[src/rtl/acorn128_ctrl_if.sv]
// Handshake, stream and result signals between the ACORN-128 front end and the phase sequencer.
interface acorn128_ctrl_if;
  logic         start;
  logic [127:0] key;
  logic [127:0] iv;
  logic         ad_empty;
  logic         msg_empty;
  logic         ad_valid;
  logic         ad_bit;
  logic         ad_last;
  logic         ad_ready;
  logic         m_valid;
  logic         m_bit;
  logic         m_last;
  logic         m_ready;
  logic         ks_in;
  logic         step_out;
  logic         ca_out;
  logic         cb_out;
  logic         mbit_out;
  logic         ct_bit;
  logic         ct_valid;
  logic [127:0] tag_out;
  logic         tag_valid;
  logic         busy;
  logic         done;

  modport master (
    output start, key, iv, ad_empty, msg_empty,
    output ad_valid, ad_bit, ad_last, m_valid, m_bit, m_last, ks_in,
    input  ad_ready, m_ready, step_out, ca_out, cb_out, mbit_out,
    input  ct_bit, ct_valid, tag_out, tag_valid, busy, done
  );

  modport slave (
    input  start, key, iv, ad_empty, msg_empty,
    input  ad_valid, ad_bit, ad_last, m_valid, m_bit, m_last, ks_in,
    output ad_ready, m_ready, step_out, ca_out, cb_out, mbit_out,
    output ct_bit, ct_valid, tag_out, tag_valid, busy, done
  );
endinterface

[src/rtl/acorn128_ctrl.sv]
// ACORN-128 phase sequencer: drives per-step ca/cb/mbit controls through init, AD, padding,
// encryption and finalization, forms ciphertext bits and collects the 128-bit tag.
module acorn128_ctrl (
  input  logic           clk,
  input  logic           rst,
  acorn128_ctrl_if.slave bus
);

  typedef enum logic [2:0] {
    S_IDLE, S_INIT, S_AD, S_AD_PAD, S_ENC, S_ENC_PAD, S_FIN, S_DONE
  } state_t;

  state_t       state_q, state_d;
  logic [10:0]  cnt_q, cnt_d;
  logic [127:0] key_q, iv_q, tag_q;
  logic         ad_empty_q, msg_empty_q, tag_valid_q;
  logic         step, ca, cb, mbit, ad_rdy, m_rdy, ct_v, ct_b;

  always_comb begin
    state_d = state_q;
    cnt_d   = cnt_q;
    step    = 1'b0;
    ca      = 1'b0;
    cb      = 1'b0;
    mbit    = 1'b0;
    ad_rdy  = 1'b0;
    m_rdy   = 1'b0;
    ct_v    = 1'b0;
    ct_b    = 1'b0;
    case (state_q)
      S_IDLE: begin
        if (bus.start) begin
          state_d = S_INIT;
          cnt_d   = '0;
        end
      end
      S_INIT: begin
        step = 1'b1;
        ca   = 1'b1;
        cb   = 1'b1;
        // cnt 128..255 selects iv; every other count folds onto key[cnt mod 128]
        if (cnt_q[10:7] == 4'd1) mbit = iv_q[cnt_q[6:0]];
        else                     mbit = key_q[cnt_q[6:0]] ^ (cnt_q == 11'd256);
        cnt_d = cnt_q + 11'd1;
        if (cnt_q == 11'd1791) begin
          cnt_d   = '0;
          state_d = ad_empty_q ? S_AD_PAD : S_AD;
        end
      end
      S_AD: begin
        ad_rdy = 1'b1;
        step   = bus.ad_valid;
        ca     = 1'b1;
        cb     = 1'b1;
        mbit   = bus.ad_bit;
        if (bus.ad_valid && bus.ad_last) begin
          cnt_d   = '0;
          state_d = S_AD_PAD;
        end
      end
      S_AD_PAD, S_ENC_PAD: begin
        step  = 1'b1;
        ca    = (cnt_q[10:7] == 4'd0);
        cb    = (state_q == S_AD_PAD);
        mbit  = (cnt_q == 11'd0);
        cnt_d = cnt_q + 11'd1;
        if (cnt_q == 11'd255) begin
          cnt_d = '0;
          if (state_q == S_ENC_PAD) state_d = S_FIN;
          else                      state_d = msg_empty_q ? S_ENC_PAD : S_ENC;
        end
      end
      S_ENC: begin
        m_rdy = 1'b1;
        step  = bus.m_valid;
        ca    = 1'b1;
        mbit  = bus.m_bit;
        ct_v  = bus.m_valid;
        ct_b  = bus.m_valid & (bus.m_bit ^ bus.ks_in);
        if (bus.m_valid && bus.m_last) begin
          cnt_d   = '0;
          state_d = S_ENC_PAD;
        end
      end
      S_FIN: begin
        step  = 1'b1;
        ca    = 1'b1;
        cb    = 1'b1;
        cnt_d = cnt_q + 11'd1;
        if (cnt_q == 11'd767) begin
          cnt_d   = '0;
          state_d = S_DONE;
        end
      end
      S_DONE:  state_d = S_IDLE;
      default: state_d = S_IDLE;
    endcase
  end

  always_ff @(posedge clk or posedge rst) begin
    if (rst) begin
      state_q     <= S_IDLE;
      cnt_q       <= '0;
      key_q       <= '0;
      iv_q        <= '0;
      ad_empty_q  <= 1'b0;
      msg_empty_q <= 1'b0;
      tag_q       <= '0;
      tag_valid_q <= 1'b0;
    end else begin
      state_q <= state_d;
      cnt_q   <= cnt_d;
      if (state_q == S_IDLE && bus.start) begin
        key_q       <= bus.key;
        iv_q        <= bus.iv;
        ad_empty_q  <= bus.ad_empty;
        msg_empty_q <= bus.msg_empty;
        tag_q       <= '0;
        tag_valid_q <= 1'b0;
      end
      // 640 is a multiple of 128, so the low cnt bits index the tag directly
      if (state_q == S_FIN && cnt_q >= 11'd640) tag_q[cnt_q[6:0]] <= bus.ks_in;
      if (state_q == S_FIN && cnt_q == 11'd767) tag_valid_q <= 1'b1;
    end
  end

  assign bus.step_out  = step;
  assign bus.ca_out    = ca;
  assign bus.cb_out    = cb;
  assign bus.mbit_out  = mbit;
  assign bus.ad_ready  = ad_rdy;
  assign bus.m_ready   = m_rdy;
  assign bus.ct_valid  = ct_v;
  assign bus.ct_bit    = ct_b;
  assign bus.tag_out   = tag_q;
  assign bus.tag_valid = tag_valid_q;
  assign bus.busy      = (state_q != S_IDLE);
  assign bus.done      = (state_q == S_DONE);

endmodule

[src/flat_wrapper.sv]
// flat-port wrapper written by rule: the top's interface ports become plain ports
module acorn128_ctrl_flat 
  (clk, rst, bus_start, bus_key, bus_iv, bus_ad_empty, bus_msg_empty, bus_ad_valid, bus_ad_bit, bus_ad_last, bus_m_valid, bus_m_bit, bus_m_last, bus_ks_in, bus_ad_ready, bus_m_ready, bus_step_out, bus_ca_out, bus_cb_out, bus_mbit_out, bus_ct_bit, bus_ct_valid, bus_tag_out, bus_tag_valid, bus_busy, bus_done);
  acorn128_ctrl_if bus_i ();
  input  logic clk;
  input  logic rst;
  input wire logic [$bits(bus_i.start)-1:0] bus_start;
  input wire logic [$bits(bus_i.key)-1:0] bus_key;
  input wire logic [$bits(bus_i.iv)-1:0] bus_iv;
  input wire logic [$bits(bus_i.ad_empty)-1:0] bus_ad_empty;
  input wire logic [$bits(bus_i.msg_empty)-1:0] bus_msg_empty;
  input wire logic [$bits(bus_i.ad_valid)-1:0] bus_ad_valid;
  input wire logic [$bits(bus_i.ad_bit)-1:0] bus_ad_bit;
  input wire logic [$bits(bus_i.ad_last)-1:0] bus_ad_last;
  input wire logic [$bits(bus_i.m_valid)-1:0] bus_m_valid;
  input wire logic [$bits(bus_i.m_bit)-1:0] bus_m_bit;
  input wire logic [$bits(bus_i.m_last)-1:0] bus_m_last;
  input wire logic [$bits(bus_i.ks_in)-1:0] bus_ks_in;
  output wire logic [$bits(bus_i.ad_ready)-1:0] bus_ad_ready;
  output wire logic [$bits(bus_i.m_ready)-1:0] bus_m_ready;
  output wire logic [$bits(bus_i.step_out)-1:0] bus_step_out;
  output wire logic [$bits(bus_i.ca_out)-1:0] bus_ca_out;
  output wire logic [$bits(bus_i.cb_out)-1:0] bus_cb_out;
  output wire logic [$bits(bus_i.mbit_out)-1:0] bus_mbit_out;
  output wire logic [$bits(bus_i.ct_bit)-1:0] bus_ct_bit;
  output wire logic [$bits(bus_i.ct_valid)-1:0] bus_ct_valid;
  output wire logic [$bits(bus_i.tag_out)-1:0] bus_tag_out;
  output wire logic [$bits(bus_i.tag_valid)-1:0] bus_tag_valid;
  output wire logic [$bits(bus_i.busy)-1:0] bus_busy;
  output wire logic [$bits(bus_i.done)-1:0] bus_done;
  assign bus_i.start = bus_start;
  assign bus_i.key = bus_key;
  assign bus_i.iv = bus_iv;
  assign bus_i.ad_empty = bus_ad_empty;
  assign bus_i.msg_empty = bus_msg_empty;
  assign bus_i.ad_valid = bus_ad_valid;
  assign bus_i.ad_bit = bus_ad_bit;
  assign bus_i.ad_last = bus_ad_last;
  assign bus_i.m_valid = bus_m_valid;
  assign bus_i.m_bit = bus_m_bit;
  assign bus_i.m_last = bus_m_last;
  assign bus_i.ks_in = bus_ks_in;
  assign bus_ad_ready = bus_i.ad_ready;
  assign bus_m_ready = bus_i.m_ready;
  assign bus_step_out = bus_i.step_out;
  assign bus_ca_out = bus_i.ca_out;
  assign bus_cb_out = bus_i.cb_out;
  assign bus_mbit_out = bus_i.mbit_out;
  assign bus_ct_bit = bus_i.ct_bit;
  assign bus_ct_valid = bus_i.ct_valid;
  assign bus_tag_out = bus_i.tag_out;
  assign bus_tag_valid = bus_i.tag_valid;
  assign bus_busy = bus_i.busy;
  assign bus_done = bus_i.done;
  acorn128_ctrl u_core (.clk(clk), .rst(rst), .bus(bus_i));
endmodule
[config.mk]
export PLATFORM = sky130hd
export DESIGN_NAME = acorn128_ctrl_flat
export DESIGN_NICKNAME = d
export VERILOG_FILES = /design/src/rtl/acorn128_ctrl_if.sv /design/src/rtl/acorn128_ctrl.sv /design/src/flat_wrapper.sv
export SDC_FILE = /design/constraint.sdc
export NUM_CORES = 1
export LEC_CHECK = 0
export ABC_CLOCK_PERIOD_IN_PS = 35800
export BUFFER_PORTS_ARGS = -buffer_cell sky130_fd_sc_hd__buf_2
export CAP_MARGIN = 20
export CORE_AREA = 4 4 190 192
export CTS_BUF_LIST = sky130_fd_sc_hd__clkbuf_4
export DETAILED_ROUTE_END_ITERATION = 10
export DIE_AREA = 0 0 194 196
export GPL_ROUTABILITY_DRIVEN = 0
export GPL_TIMING_DRIVEN = 0
export PLACE_DENSITY = 0.82
export SLEW_MARGIN = 20
export SYNTH_ARGS = -nofsm -noshare
export SYNTH_HDL_FRONTEND = slang
export SYNTH_SLANG_ARGS = --single-unit
[constraint.sdc]
create_clock -name clk -period 35.8 [get_ports clk]
set_input_delay 1.79 -clock clk [delete_from_list [all_inputs] [get_ports clk]]
set_output_delay 1.79 -clock clk [all_outputs]
set_load 0.01 [all_outputs]
==> metrics, run 1 <==
status finished, final reports clean; cell count after synthesis 1,591; Root Buffer clkbuf_4; Fill cells 2,582; Initial Util 54.3%; First-pass DRT Iterations 6; Hold Path Class reg2reg; post-layout min period 5.71 ns; most used flip-flop cell after synthesis dfrtp_1; sequential cell area 10,000 µm²; Area Growth Syn to Fin 21.4%; Synth Cell Area 18,700 µm²; layout cells sized above 1 42.7%; DRT iter0 DRCs 1,567; most common cell after layout, fill and taps aside buf_2; hold-fix buffers at CTS 0; Setup TNS 0 ns; data required time of the worst path 34.01 ns; max-slew violation count 0; Vias/cell 6.15; wire per inst 24.0 µm; Net Count, Synth 1,861; post-synthesis sequential area ratio 53.7%; endpoints failing setup 0; Worst Max-Slew Pin Slew 0.975 ns; CP max FO 10; Via Count 16,198; CTS buffer count 103; die area 38,000 µm²; Max Root-Sink Buffers 3; pre-CTS setup slack 30.99 ns; Crit path max-delay family compound AO/OA/AOI/OAI gates; Synth cell types 60; row count 68; vias in the first global route 16,918; Fmax 175 MHz; most frequent cells in the layout buf_2 (439), dfrtp_1 (401), mux2_2 (274); die height 196 µm; Hold Path Stages 2; Clk Latency, worst-skew pair 0.83 ns; first-pass GRT wire length 96,100 µm; Leak Pwr 11.2 nW; multi-input logic area 8000 µm²; flop2flop setup slack 32.85 ns; Crit. End Element output port; Peak VDD IR 0.0000470 V; RSZ-0062 raised after global routing false; total gr overflow 0; WP buf/inv 3; crit start category register; Worst-path clk slew 0.07 ns; cts repair resizes 0; Final nets 2,376; Core ar. 34,400 µm²; H-tree levels 3; crit path kind reg2out; largest net degree at the start of global routing 105; CTS Sinks 401; crit-path cells buf_6 -> buf_6 -> nor2_2 -> nand2_2 -> o221a_2 -> o32ai_1 -> a22oi_1 -> o311ai_1 -> o2111ai_1 -> buf_2; slowest stage cell, crit path nor2_2; initial antenna violation count 20; Port-buffer cells 406; DRT Wirelength 63,200 µm; GRT Util Overall 32.4%; Slowest Stage Delay on Critical Path 0.56 ns; Mean Syn Cell Area 11.7 µm²; Clock Skew 0.0555 ns; pwr dens 75.0 nW/µm²; Hold Path End u_core.bus.tag_valid$_DFFE_PP0P_; Post-CTS Setup Bufs 0; Post-synth EDFFs 0; DP Wirelength 45,800 µm; die width 194 µm; Worst Reg2Reg Path Length in Cells 8; CTS tree done; Final Cycle Share 15.9%; FF+latch count, synth 401; Ys Warns 0; I/O Pins 407; R2R Path Start u_core.cnt_q[2]$_DFFE_PP0P_; asr flop ratio synth 100%; # DRC 0; hold_sp u_core.bus.tag_valid$_DFFE_PP0P_; Antenna Violating Nets Remaining 0; post-route setup slack 30.09 ns; relative slew slack 34.9%; max cap viols 0; WHS 0.495 ns; worst path arrival time 3.92 ns; Hold Violations, Final 0; worst reg2reg endpoint u_core.bus.tag_out[81]$_DFF_PP0_; CP most frequent cell buf_6
## metrics by stage
step / utilization [%] / power (mW) / cell area (µm²) / cells
5_1_grt: 65.9 / 1.78 / 22700 / 2632
3_3_place_gp: 61.9 / 1.27 / 21300 / 2452
3_5_place_dp: 62.2 / 1.30 / 21400 / 2456
4_1_cts: 65.9 / 1.69 / 22700 / 2626
2_1_floorplan: - / 1.10 / 18700 / 1591
6_report: 66.0 / 1.70 / 22700 / 2634
## cell usage after synthesis, drive strengths merged (8+ instances only)
| cell | number | area share, % |
|---|---|---|
| buf | 60 | 2.0 |
| o21ai | 36 | 0.96 |
| o211ai | 129 | 5.2 |
| nand2 | 190 | 3.8 |
| nand4 | 9 | 0.30 |
| mux4 | 24 | 2.9 |
| nor2 | 51 | 1.0 |
| o221ai | 8 | 0.38 |
| mux2 | 274 | 17 |
| nand3 | 139 | 3.7 |
| nor3 | 17 | 0.59 |
| nand2b | 10 | 0.33 |
| o22ai | 13 | 0.44 |
| dfrtp | 401 | 54 |
| mux2i | 45 | 2.4 |
| a21oi | 30 | 0.80 |
| clkbuf | 64 | 1.3 |
## area by class of cell
class                      count  share of cell area (%)
inverter                       8                   0.166
clock buffer                 148                    4.90
clock inverter                22                   0.640
antenna                        8                  0.0883
buffer                       124                    2.70
multi-input combinational   1058                    35.3
tap                          455                    2.51
timing repair buffer         410                    9.45
sequential                   401                    44.3
## routing by layer
| metal | up-vias | routed length [µm] | track usage (%) |
|---|---|---|---|
| li1 | 6909 | - | - |
| met1 | 7952 | 23200 | 39.8 |
| met2 | 1092 | 30100 | 52.7 |
| met3 | 223 | 6790 | 9.93 |
| met4 | 22 | 2940 | 15.5 |
| met5 | - | 142 | 0 |
## tightest hold or removal path, stage by stage, from the launching register on
cell     delay [ns]
dfrtp_1        0.34
nand2_1        0.06
o41ai_1        0.06
## where the power goes
part	total, mW	internal, mW	switching, mW
clock network	0.391	0.202	0.189
logic	0.622	0.286	0.336
registers	0.687	0.605	0.0825
total	1.70	1.09	0.608
## cell families (layout without fill, tap and decap cells)
kind of cell | Yosys count | in the layout | synth area share (%)
buffers and inverters | 132 | 712 | 3.44
adder cells (fa/ha/maj) | 2 | 2 | 0.134
other | 0 | 8 | 0
AO/OA/AOI/OAI | 258 | 258 | 9.62
flip-flops | 401 | 401 | 53.7
multiplexers | 343 | 343 | 21.8
AND/OR/NAND/NOR | 448 | 448 | 10.9
XOR/XNOR | 7 | 7 | 0.328
## flip-flops by register name, indices dropped and copies added, names as in the netlist
signal and flops:
u_core.bus.tag_valid 1, u_core.msg_empty_q 1, u_core.bus.tag_out 128, u_core.key_q 128, u_core.iv_q 128, u_core.ad_empty_q 1
u_core.state_q 3, u_core.cnt_q 11
## worst max path at each step
stage / start / to / slack, ns / depth (start not counted)
3_3_place_gp: rst / u_core.iv_q[10]$_DFFE_PP0P_ / 19.06 / 2
5_1_grt: u_core.cnt_q[1]$_DFFE_PP0P_ / bus_mbit_out / 29.96 / 10
3_5_place_dp: u_core.cnt_q[1]$_DFFE_PP0P_ / bus_mbit_out / 30.99 / 10
6_report: u_core.cnt_q[1]$_DFFE_PP0P_ / bus_mbit_out / 30.09 / 10
4_1_cts: u_core.cnt_q[1]$_DFFE_PP0P_ / bus_mbit_out / 30.13 / 10
2_1_floorplan: rst / u_core.ad_empty_q$_DFFE_PP0P_ / 22.86 / 1
(Power assumes the default switching activity.)
==> run 2, diff against run 1 <==
--- a/config.mk
+++ b/config.mk
@@ -5,16 +5,16 @@
 export SDC_FILE = /design/constraint.sdc
 export NUM_CORES = 1
 export LEC_CHECK = 0
-export ABC_CLOCK_PERIOD_IN_PS = 35800
+export ABC_CLOCK_PERIOD_IN_PS = 5000
 export BUFFER_PORTS_ARGS = -buffer_cell sky130_fd_sc_hd__buf_2
 export CAP_MARGIN = 20
-export CORE_AREA = 4 4 190 192
+export CORE_AREA = 4 4 197 199
 export CTS_BUF_LIST = sky130_fd_sc_hd__clkbuf_4
 export DETAILED_ROUTE_END_ITERATION = 10
-export DIE_AREA = 0 0 194 196
+export DIE_AREA = 0 0 201 203
 export GPL_ROUTABILITY_DRIVEN = 0
 export GPL_TIMING_DRIVEN = 0
-export PLACE_DENSITY = 0.82
+export PLACE_DENSITY = 0.8
 export SLEW_MARGIN = 20
 export SYNTH_ARGS = -nofsm -noshare
 export SYNTH_HDL_FRONTEND = slang
==> constraint.sdc (replaced) <==
create_clock -name clk -period 5 [get_ports clk]
set_input_delay 0.25 -clock clk [delete_from_list [all_inputs] [get_ports clk]]
set_output_delay 0.25 -clock clk [all_outputs]
set_load 0.01 [all_outputs]
==> run 2 against run 1 <==
Effect of this change: sequential power increased to 7.4 times the previous value; utilization increased by 2.7 points; worst hold slack worse by 0.44 ns; clock power rose to 7.7 times the previous value; count of clock-buffer cells in the layout increased by 7; first-iteration DRC count increased by 27%; register-to-register slack worse by 31 ns; non-clock buffer count rose by 275; cell area grew 13%; wire length grew 22%; clock skew down 0.0089 ns.
==> metrics, run 2 (same netlist as run 1, synthesis figures left out) <==
Post-CTS Setup Bufs 0; pre-CTS setup slack 1.70 ns; die height 203 µm; vias in the first global route 19,307; Clk Latency, worst-skew pair 0.84 ns; largest net degree at the start of global routing 37; Port-buffer cells 406; Clock Skew 0.0466 ns; relative slew slack 26.3%; Leak Pwr 12.4 nW; DP Wirelength 46,600 µm; Antenna Violating Nets Remaining 0; Fmax 228 MHz; Crit path max-delay family compound AO/OA/AOI/OAI gates; most common cell after layout, fill and taps aside buf_2; first-pass GRT wire length 115,000 µm; non-filler cells, final 2,934; max cap viols 0; die width 201 µm; pwr dens 510 nW/µm²; most frequent cells in the layout buf_2 (439), dfrtp_1 (401), mux2_2 (274); gr busiest metal met2; Initial Util 50.2%; crit-path cells buf_6 -> nor2b_2 -> nand2b_1 -> clkbuf_1 -> o221ai_1 -> o22ai_1 -> o21ai_0 -> a311oi_1 -> o311ai_1 -> o2111ai_1 -> buf_2; Worst-path clk slew 0.06 ns; Root Buffer clkbuf_4; post-route setup slack 0.609 ns; CP max FO 10; Final Core Density 68.7%; GR Util met3 9.63%; Crit. End Element output port; crit path kind reg2out; placed insts 2,484; die area 40,800 µm²; I/O Pins 407; Core ar. 37,200 µm²; Worst Max-Slew Pin Slew 1.10 ns; Peak VDD IR 0.000338 V; WP buf/inv 3; Hold Violations, Final 0; CTS Sinks 401; Fill cells 2,495; CTS tree done; post-layout min period 4.39 ns; row count 71; hold-fix buffers at CTS 266; wire per inst 26.2 µm; worst path arrival time 4.14 ns; RSZ-0062 raised after global routing false; slowest stage cell, crit path nor2b_2; crit start category register; Vias/cell 6.25; met2 Use GR 60.4%; First-pass DRT Iterations 8; Area Growth Syn to Fin 36.8%; Max Root-Sink Buffers 3; flop2flop setup slack 1.94 ns; CTS buffer count 106; Final nets 2,654; status finished, final reports clean; cts repair resizes 0; Final Cycle Share 87.8%; Slowest Stage Delay on Critical Path 0.44 ns; DRT iter0 DRCs 1,987; Setup TNS 0 ns; Tot Pwr 13.0 mW; # DRC 0; H-tree levels 3; Hold Path Class in2reg; total gr overflow 0; DRT Wirelength 76,900 µm; endpoints failing setup 0; met1 GRT Util 42.3%; data required time of the worst path 4.75 ns; layout cells sized above 1 38.5%; Via Count 18,339; initial antenna violation count 5; GRT Util Overall 36.7%; max-slew violation count 0
## run 2: cell count changes in the layout (fill, tap and decap cells not counted)
cell,before,now
buf_12,1,13
buf_16,4,1
bufinv_16,2,1
clkbuf_4,148,155
clkinv_4,0,2
diode_2,8,6
dlygate4sd3_1,0,266
inv_2,3,2
inv_6,0,2
inv_8,1,0
## run 2: routing by layer
metal	vias up	part of all wire [%]
li1	7465	-
met1	8804	34
met5	-	0
met4	0	7.7
met2	1592	48
met3	478	11
## run 2: final cells by class
type	count	area (µm²)	area share, %
diodes	6	15.0	0.0588
plain buffers	124	613	2.40
clock buffers	155	1160	4.55
clock inverters	23	139	0.543
inverters	8	33.8	0.132
multi-input cells	1058	8000	31.3
flip-flops and latches	401	10000	39.3
well taps	474	593	2.32
repair buffers	685	4960	19.4
## run 2: power by group
part           leakage (nW)  total [mW]  switching, mW  internal (mW)
registers              5.11        5.09          0.759           4.33
logic                  6.50        4.96           2.74           2.22
clock network         0.776        3.00           1.53           1.46
## run 2: path summary, 6_finish.rpt
check,start,endpoint,cells after the start
max in group asynchronous,rst,u_core.iv_q[72]$_DFFE_PP0P_,10
max,u_core.cnt_q[1]$_DFFE_PP0P_,bus_mbit_out,11
min in group asynchronous,rst,u_core.bus.tag_out[76]$_DFF_PP0_,4
max reg2reg,u_core.cnt_q[2]$_DFFE_PP0P_,u_core.bus.tag_out[97]$_DFF_PP0_,8
min,bus_ks_in,u_core.bus.tag_out[1]$_DFF_PP0_,4
min reg2reg,u_core.bus.tag_valid$_DFFE_PP0P_,u_core.bus.tag_valid$_DFFE_PP0P_,2
## run 2: tightest hold or removal path: stages
cell	delay (ns)
buf_2	0.13
clkbuf_1	0.27
nand3_1	0.14
nand2_1	0.05
## run 2: through the flow
stage | hold WS, ns | area, µm²
after CTS | 0.00453 | 25500
after global routing | 0.0916 | 25600
after global placement | 0.482 | 21300
final | 0.0568 | 25600
after detailed placement | 0.191 | 21600
after floorplan | 0.401 | 18700
